`src/rtl/audio_pkg.sv`:
```
// Shared audio constants and the capture FSM encoding, common to the
// inbound capture path and the DAC output path.
package audio_pkg;

    localparam int unsigned SAMPLE_W_DEF = 32;
    localparam int unsigned WAVE_W_DEF   = 7;
    localparam logic [6:0]  WAVE_MID     = 7'd64;

    typedef logic [1:0] cap_state_t;

    localparam cap_state_t CAP_IDLE    = 2'd0;
    localparam cap_state_t CAP_READ    = 2'd1;
    localparam cap_state_t CAP_CAPTURE = 2'd2;

endpackage

```
`src/rtl/audio_sample_fifo.sv`:
```
// Circular sample buffer with valid/ready pop and push/full; the head word
// is presented combinationally and holds until popped.
module audio_sample_fifo
    import audio_pkg::*;
#(
    parameter int unsigned WIDTH = WAVE_W_DEF,
    parameter int unsigned DEPTH = 8
) (
    input  logic                         i_clock,
    input  logic                         i_rst_n,
    input  logic                         i_push,
    input  logic [WIDTH-1:0]             i_push_data,
    input  logic                         i_pop_ready,
    output logic [WIDTH-1:0]             o_head_data,
    output logic                         o_head_valid,
    output logic                         o_full,
    output logic [$clog2(DEPTH):0]       o_count
);

    localparam int unsigned AW       = $clog2(DEPTH);
    localparam logic [AW:0] FULL_CNT = (AW+1)'(DEPTH);

    logic [WIDTH-1:0] r_mem [DEPTH];
    logic [AW-1:0]    r_wr_ptr;
    logic [AW-1:0]    r_rd_ptr;
    logic [AW:0]      r_count;
    logic             w_push;
    logic             w_pop;

    assign o_full       = (r_count == FULL_CNT);
    assign o_head_valid = (r_count != '0);
    assign o_head_data  = r_mem[r_rd_ptr];
    assign o_count      = r_count;

    // A push into a full buffer is accepted only when a pop frees the slot on the same edge.
    assign w_pop  = i_pop_ready && o_head_valid;
    assign w_push = i_push && (!o_full || w_pop);

    always_ff @(posedge i_clock) begin
        if (!i_rst_n) begin
            r_wr_ptr <= '0;
            r_rd_ptr <= '0;
            r_count  <= '0;
            for (int unsigned i = 0; i < DEPTH; i++) begin
                r_mem[i] <= '0;
            end
        end else begin
            if (w_push) begin
                r_mem[r_wr_ptr] <= i_push_data;
                r_wr_ptr        <= r_wr_ptr + AW'(1);
            end
            if (w_pop) begin
                r_rd_ptr <= r_rd_ptr + AW'(1);
            end
            r_count <= r_count + {{AW{1'b0}}, w_push} - {{AW{1'b0}}, w_pop};
        end
    end

endmodule

```
`src/rtl/audio_in_capture.sv`:
```
// Drains ADC samples from the Audio_Controller, converts them to offset-binary
// wave words in a FIFO and meters the peak level. Define AUDIO_IN_MONO_MIX_EN
// to use (left + right) / 2 as the source instead of the left channel.
module audio_in_capture
    import audio_pkg::*;
#(
    parameter int unsigned SAMPLE_W   = SAMPLE_W_DEF,
    parameter int unsigned WAVE_W     = WAVE_W_DEF,
    parameter int unsigned FIFO_DEPTH = 8,
    parameter int unsigned PEAK_DECAY = 4800
) (
    input  logic                clock,
    input  logic                reset,
    input  logic                audio_in_available,
    input  logic [SAMPLE_W-1:0] left_channel_audio_in,
    input  logic [SAMPLE_W-1:0] right_channel_audio_in,
    output logic                read_audio_in,
    output logic [WAVE_W-1:0]   wave_in,
    output logic                wave_valid,
    input  logic                wave_ready,
    output logic [5:0]          peak_level,
    output logic                overflow
);

    localparam int unsigned   AW         = $clog2(FIFO_DEPTH);
    localparam int unsigned   DW         = $clog2(PEAK_DECAY + 1);
    localparam logic [AW:0]   DEPTH_CNT  = (AW+1)'(FIFO_DEPTH);
    localparam logic [DW-1:0] DECAY_LAST = DW'(PEAK_DECAY - 1);

    cap_state_t          r_state;
    logic [5:0]          r_peak;
    logic                r_overflow;
    logic [DW-1:0]       r_decay_cnt;

    logic [SAMPLE_W-1:0] w_src;
    logic [SAMPLE_W-1:0] w_abs;
    logic [5:0]          w_mag;
    logic [WAVE_W-1:0]   w_wave;
    logic                w_push;
    logic                w_pop;
    logic                w_full;
    logic                w_has_room;
    logic                w_decay_wrap;
    logic [AW:0]         w_count;
    logic [AW:0]         w_occ_after;
    logic                w_unused_abs_lo;

`ifdef AUDIO_IN_MONO_MIX_EN
    logic signed [SAMPLE_W:0] w_sum;
    logic                     w_unused_sum_lsb;

    // One extra bit keeps the sum exact; dropping its LSB is the arithmetic >>> 1.
    assign w_sum = $signed({left_channel_audio_in[SAMPLE_W-1], left_channel_audio_in})
                 + $signed({right_channel_audio_in[SAMPLE_W-1], right_channel_audio_in});
    assign w_src            = w_sum[SAMPLE_W:1];
    assign w_unused_sum_lsb = w_sum[0];
`else
    logic w_unused_right;

    assign w_src          = left_channel_audio_in;
    assign w_unused_right = ^right_channel_audio_in;
`endif

    assign w_wave = {~w_src[SAMPLE_W-1], w_src[SAMPLE_W-2 -: WAVE_W-1]};

    // Only the most negative sample keeps its MSB after negation; it saturates the meter.
    assign w_abs           = w_src[SAMPLE_W-1] ? (-w_src) : w_src;
    assign w_mag           = w_abs[SAMPLE_W-1] ? 6'h3F : w_abs[SAMPLE_W-2 -: 6];
    assign w_unused_abs_lo = ^w_abs[SAMPLE_W-8:0];

    assign w_pop        = wave_valid && wave_ready;
    assign w_occ_after  = w_count - {{AW{1'b0}}, w_pop};
    assign w_has_room   = (w_occ_after < DEPTH_CNT);
    assign w_push       = (r_state == CAP_CAPTURE);
    assign w_decay_wrap = (r_decay_cnt == DECAY_LAST);

    assign read_audio_in = (r_state == CAP_READ);
    assign peak_level    = r_peak;
    assign overflow      = r_overflow;

    always_ff @(posedge clock) begin
        if (!reset) begin
            r_state     <= CAP_IDLE;
            r_peak      <= '0;
            r_overflow  <= 1'b0;
            r_decay_cnt <= '0;
        end else begin
            case (r_state)
                CAP_IDLE: begin
                    if (audio_in_available && w_has_room) begin
                        r_state <= CAP_READ;
                    end
                    if (audio_in_available && w_full && !w_pop) begin
                        r_overflow <= 1'b1;
                    end
                end
                CAP_READ: begin
                    r_state <= CAP_CAPTURE;
                end
                CAP_CAPTURE: begin
                    r_state     <= CAP_IDLE;
                    r_decay_cnt <= w_decay_wrap ? '0 : r_decay_cnt + DW'(1);
                    if (w_mag > r_peak) begin
                        r_peak <= w_mag;
                    end else if (w_decay_wrap && (r_peak != '0)) begin
                        r_peak <= r_peak - 6'd1;
                    end
                end
                default: begin
                    r_state <= CAP_IDLE;
                end
            endcase
        end
    end

    audio_sample_fifo #(
        .WIDTH (WAVE_W),
        .DEPTH (FIFO_DEPTH)
    ) u_fifo (
        .i_clock      (clock),
        .i_rst_n      (reset),
        .i_push       (w_push),
        .i_push_data  (w_wave),
        .i_pop_ready  (wave_ready),
        .o_head_data  (wave_in),
        .o_head_valid (wave_valid),
        .o_full       (w_full),
        .o_count      (w_count)
    );

endmodule
```
`config.mk`:
```
export PLATFORM = sky130hd
export DESIGN_NAME = audio_in_capture
export DESIGN_NICKNAME = d
export VERILOG_FILES = /design/src/rtl/audio_pkg.sv /design/src/rtl/audio_sample_fifo.sv /design/src/rtl/audio_in_capture.sv
export SDC_FILE = /design/constraint.sdc
export NUM_CORES = 1
export LEC_CHECK = 0
export BUFFER_PORTS_ARGS = -buffer_cell sky130_fd_sc_hd__buf_2
export CELL_PAD_IN_SITES_DETAIL_PLACEMENT = 1
export CELL_PAD_IN_SITES_GLOBAL_PLACEMENT = 2
export CORE_UTILIZATION = 36
export CTS_CLUSTER_SIZE = 8
export DETAILED_ROUTE_END_ITERATION = 6
export PLACE_DENSITY_LB_ADDON = 0.25
export SYNTH_ARGS = -nofsm -noshare
export SYNTH_HDL_FRONTEND = slang
export SYNTH_HIERARCHICAL = 1
export SYNTH_SLANG_ARGS = --single-unit
```
`constraint.sdc`:
```
create_clock -name clock -period 4.9 [get_ports clock]
set_input_delay 0.98 -clock clock [delete_from_list [all_inputs] [get_ports clock]]
set_output_delay 0.98 -clock clock [all_outputs]
set_load 0.005 [all_outputs]
```
# Word level (Yosys, flattened, before mapping)
# Memory sizes are Yosys's and may differ from the RTL's. A register that Yosys moved wholly into a read port is not among the register bits.
# Index checks and enable logic that the tools add are counted.
word_totals:
  mem_bits_rw: 56
  memories: 1
  regBits: 32
op_classes:
  n_mux: 16
  eq_ne: 5
  n_lt_le_gt_ge: 2
  addsub: 8
  n_reduce_logical: 16
  bitwise: 1
mem_list:
  columns: ["name", "depth", "width", "rd", "rd_clocked_by_memory_dff", "wr", "line", "rtl"]
  rows:
  - ["u_fifo.r_mem", 8, 7, 1, 1, 8, "audio_sample_fifo.sv:23", "logic [WIDTH-1:0] r_mem [DEPTH];"]
ops:
  columns: ["operator", "n"]
  rows:
  - ["$mux 32", 1]
  - ["$neg 32->32", 1]
  - ["$mux 6", 3]
  - ["$add 13x1->13 const B", 1]
  - ["$eq 13x13->1 const B", 1]
  - ["$mux 13", 1]
  - ["$mux 3", 3]
  - ["$sub 4x1->4", 2]
  - ["$mux 7", 1]
  - ["$reduce_or 7->1", 1]
  - ["$add 3x1->3 const B", 2]
  - ["$gt 6x6->1", 1]
  - ["$logic_and 1x1->1", 6]
  - ["$reduce_bool 6->1", 1]
  - ["$sub 6x1->6 const B", 1]
  - ["$mux 1", 5]
  - ["$add 4x1->4", 1]
  - ["$eq 4x4->1 const B", 1]
  - ["$lt 4x4->1 const B", 1]
  - ["$pmux 2 s2", 1]
  - ["$reduce_and 2->1", 2]
  - ["$reduce_bool 4->1", 1]
  - ["$eq 2x1->1 const B", 1]
  - ["$eq 2x2->1 const B", 1]
  - ["other kinds (7)", 8]

# Depth between registers and ports, before layout
logic_depth:
  word_depth: 9
  mapped_depth: 11

# Cells and area by module
# Netlist, hierarchy kept.
by_module_without_submodules:
  columns: ["module", "cells_per_inst", "seq_area_each_um2", "instances", "area_per_inst_um2"]
  rows:
  - ["audio_sample_fifo", 260, 1941.9, 1, 3274.4]
  - ["audio_in_capture", 197, 440.4, 1, 1652.8]

# Worst setup path after synthesis
# No wires, ideal clock.
synth_path:
  kind: "input to register"
  startpoint: "input port left_channel_audio_in[3]"
  endpoint: "register r_peak[0], in the netlist peak_level[0]"
  required_ns: 4.780
  arrival_ns: 3.647
  setup_ns: 0.120
  path_slack_ns: 1.134
  path_stages: 10
  cell_sequence: "nor4_1 -> nand4_1 -> o211a_1 -> or3_1 -> ha_1 -> and4_1 -> and3_1 -> a311oi_4 -> nor3_1 -> o31a_1"
synth_between:
  elab_chain_len: 6
  word_cells_on_any_way: 7
synth_lines:
  columns: ["item", "line", "rtl"]
  rows:
  - ["from (decl)", "audio_in_capture.sv:15", "input logic [SAMPLE_W-1:0] left_channel_audio_in,"]
  - ["$neg 32->32 (*)", "audio_in_capture.sv:67", "assign w_abs = w_src[SAMPLE_W-1] ? (-w_src) : w_src;"]
  - ["$mux 32 (*)", "audio_in_capture.sv:67", null]
  - ["$mux 6 (*)", "audio_in_capture.sv:68", "assign w_mag = w_abs[SAMPLE_W-1] ? 6'h3F : w_abs[SAMPLE_W-2 -: 6];"]
  - ["$gt 6x6->1", "audio_in_capture.sv:103", "if (w_mag > r_peak) begin"]
  - ["$reduce_bool 2->1 (no source line)", null, null]
  - ["$reduce_and 2->1 (no source line)", null, null]
  - ["to (signal assigned)", "audio_in_capture.sv:104", "r_peak <= w_mag;"]
  - ["to (signal assigned)", "audio_in_capture.sv:106", "r_peak <= r_peak - 6'd1;"]
  - ["to (decl)", "audio_in_capture.sv:31", "logic [5:0] r_peak;"]
# Mark *: on every way between the ends. The rest lies on a longest branch, timed or not.
# A chain may end at the register's enable or synchronous reset.

# Final worst setup path
layout_path:
  startpoint: "input port left_channel_audio_in[20]"
  endpoint: "register r_peak[1], in the netlist peak_level[1]"
# The elaborated chain is that of the path after synthesis.

==> flow_metrics.py <==
metrics = {
    "status": {
        "status": "finished, final reports clean",
    },
    "sta": {
        "max-slew-margin-rel": 0.333,
        "rsz0062_at_grt": "false",
        "max_freq_ghz": 0.248,
        "tns_ps": 0,
        "finalWorstPathRequiredPeriod_ps": 4030,
        "skew_ps": 8.92,
        "finalCritPeriodShare": 0.822,
        "setup_viol": 0,
        "slew_violations": 0,
        "hold_viol_final": 0,
        "worst_pin_slew_ps": 999,
    },
    "pwr": {
        "clkPwrFrac": 0.315,
        "p_sw_frac": 0.304,
        "cell_internal_pwr_w": 0.00146,
        "ir_drop_mv": 0.148,
        "powerDensity_nw_per_um2": 371,
        "seqPwrFrac": 0.447,
        "p_leak_nw": 2.07,
        "combPwrFrac": 0.238,
        "net-switching-power_w": 0.000639,
    },
    "synthesis": {
        "yosysTopAreaCell": "edfxtp_1",
        "synth_edf_count": 56,
        "synth-seq-cells": 91,
        "syn_area_sq_um": 4930,
        "yosysTopAreaCellShare": 0.341,
        "ys_types": 76,
        "ys.flop_type": "edfxtp_1",
        "synthCells": 457,
        "ys_seq_area_frac": 0.483,
        "yosys_warnings": 6,
        "synth_area_leaders": "edfxtp_1 (34%), dfxtp_1 (14%), mux4_2 (6.4%), nor2_1 (6.4%), ha_1 (4.3%)",
        "syn_area_per_cell_sq_um": 10.8,
        "synthArstFlopShare": 0,
        "synthesis.nets": 543,
    },
    "clock_network": {
        "clk_pin_slew_ps": 70,
        "clkLatencyLatePin_ps": 350,
        "clockRootBuffer": "clkbuf_16",
        "cts_tree": "done",
        "htreeDepth": 3,
        "post_cts_buffers": 0,
        "cts_resized": 0,
        "cts_buffers": 9,
        "clock_sinks": 91,
        "holdBufCountCts": 0,
        "clockBufferDepth": 2,
    },
    "floorplan": {
        "start_util": 0.371,
        "die_w_um": 119,
        "rows": 42,
        "io_pins": 84,
        "die_y_um": 119,
        "die_area_sq_um": 14200,
        "coreArea_sq_um": 13300,
    },
    "detailed_routing": {
        "routedWlPerCell_um": 17.9,
        "dr.pass1.iters": 4,
        "routed_via_density": 5.38,
        "drtIter0Drc": 127,
        "wirelength_mm": 12.3,
        "num_vias": 3715,
        "drc": 0,
        "detail-route-antenna-nets": 0,
    },
    "critical_path": {
        "arrival_ps": 4270,
        "cp_max_fo": 11,
        "critPathKind": "in -> reg",
        "cp-end-kind": "register",
        "cp-start-kind": "primary input",
        "required_ps": 5140,
    },
    "grt": {
        "grt_first_pass_wirelength_mm": 19.9,
        "grt_max_degree": 34,
        "grt_pass1_vias": 3850,
        "antenna_found_initial": 0,
        "grt_usage": 0.186,
        "gr-total-overflow": 0,
    },
    "worst_hold_path": {
        "hp-class": "reg -> reg",
    },
    "finish": {
        "layout_common_cells": "nor2_1 (84), edfxtp_1 (56), buf_2 (51)",
        "drive_gt1_frac": 0.222,
        "final_nets": 595,
        "area_growth_pct": 15.0,
        "layout_commonest_cell": "nor2_1",
        "final_cell_area_sq_um": 5660,
        "diodes": 0,
    },
    "place": {
        "placed_cell_area_sq_um": 5380,
        "portBuffers": 51,
        "hpwl_mm": 8.76,
        "place_congestion": 0.714,
    },
    "flow_run": {
        "drv_cap": 0,
    },
}
[final cells by class]
cell class / instances / area, sq um
Clock buffer: 11 / 243
Clock inverter: 5 / 38.8
Fill cell: 1507 / 7630
Inverter: 27 / 101
Multi-Input combinational cell: 318 / 2340
Sequential cell: 91 / 2380
Tap cell: 176 / 220
Timing Repair Buffer: 62 / 338
[state kept, by name, summed over array words and instances, names as in the netlist, named ones only]
register	flops
overflow	1
peak_level	6
r_decay_cnt	13
r_state	2
u_fifo/o_count	4
u_fifo/r_mem	56
u_fifo/r_rd_ptr	3
u_fifo/r_wr_ptr	3
[critical path, cell delays in order]
cell and delay (ps):
buf_2 100, nor4_1 280, nand4_1 430, o41a_1 530
mux2i_1 270, ha_1 290, nor2b_1 130, o21ai_1 340
a311oi_4 270, or3_2 500, o2111a_1 150
[through the flow]
| stage | utilization | setup slack [ps] | total power [W] | cells | hold slack [ps] |
|---|---|---|---|---|---|
| floorplan | - | 1130 | 0.00130 | 457 | 454 |
| global placement | 0.405 | 510 | 0.00144 | 674 | 476 |
| detailed placement | 0.405 | 453 | 0.00146 | 674 | 466 |
| CTS | 0.426 | 827 | 0.00213 | 690 | 486 |
| global route | 0.426 | 544 | 0.00222 | 690 | 525 |
| finish | 0.426 | 875 | 0.00210 | 690 | 478 |
[power by group through the flow]
| stage | clock (W) | combinational, W | sequential (W) |
|---|---|---|---|
| after CTS | 0.000679 | 0.000511 | 0.000942 |
| after global placement | 0 | 0.000489 | 0.000955 |
| after detailed placement | 0 | 0.000505 | 0.000958 |
| after global routing | 0.000711 | 0.000560 | 0.000951 |
| final | 0.000662 | 0.000499 | 0.000939 |
| after floorplan | 0 | 0.000384 | 0.000914 |
[path summary, 6_finish.rpt]
kind	startpoint	to	slack, ps	depth (start not counted)
setup / recovery	left_channel_audio_in[20]	peak_level[1]	870	11
hold / removal	overflow	overflow	480	2
setup reg to reg	u_fifo/o_count[2]	u_fifo/o_count[2]	2320	11
hold reg to reg	overflow	overflow	480	2
[kinds of logic (layout without fill, tap and decap cells)]
group | after synthesis | after routing | share of synthesized area
mux | 25 | 25 | 0.0881
compound gates | 66 | 66 | 0.107
buf+inv | 48 | 105 | 0.0427
xor+xnor | 18 | 18 | 0.0320
fa+ha+maj | 18 | 18 | 0.0472
flops | 91 | 91 | 0.483
simple gates | 191 | 191 | 0.200
[synthesized netlist by cell type (9+ instances only)]
cell	count
nand2b_1	11
a21oi_1	9
dfxtp_1	35
nand3_1	11
nand2_1	23
ha_1	17
clkbuf_1	10
mux4_2	14
nor2_1	84
xnor2_1	11
edfxtp_1	56
inv_1	25
[routing by layer]
layer | global-route usage | vias to the layer above | share of wire
met5 | 0 | - | 0
met4 | 0.0625 | 0 | 0.017
met3 | 0.0383 | 13 | 0.031
met2 | 0.317 | 63 | 0.50
met1 | 0.232 | 1852 | 0.45
li1 | - | 1787 | -
No activity file was read; power rests on OpenSTA's default activity.
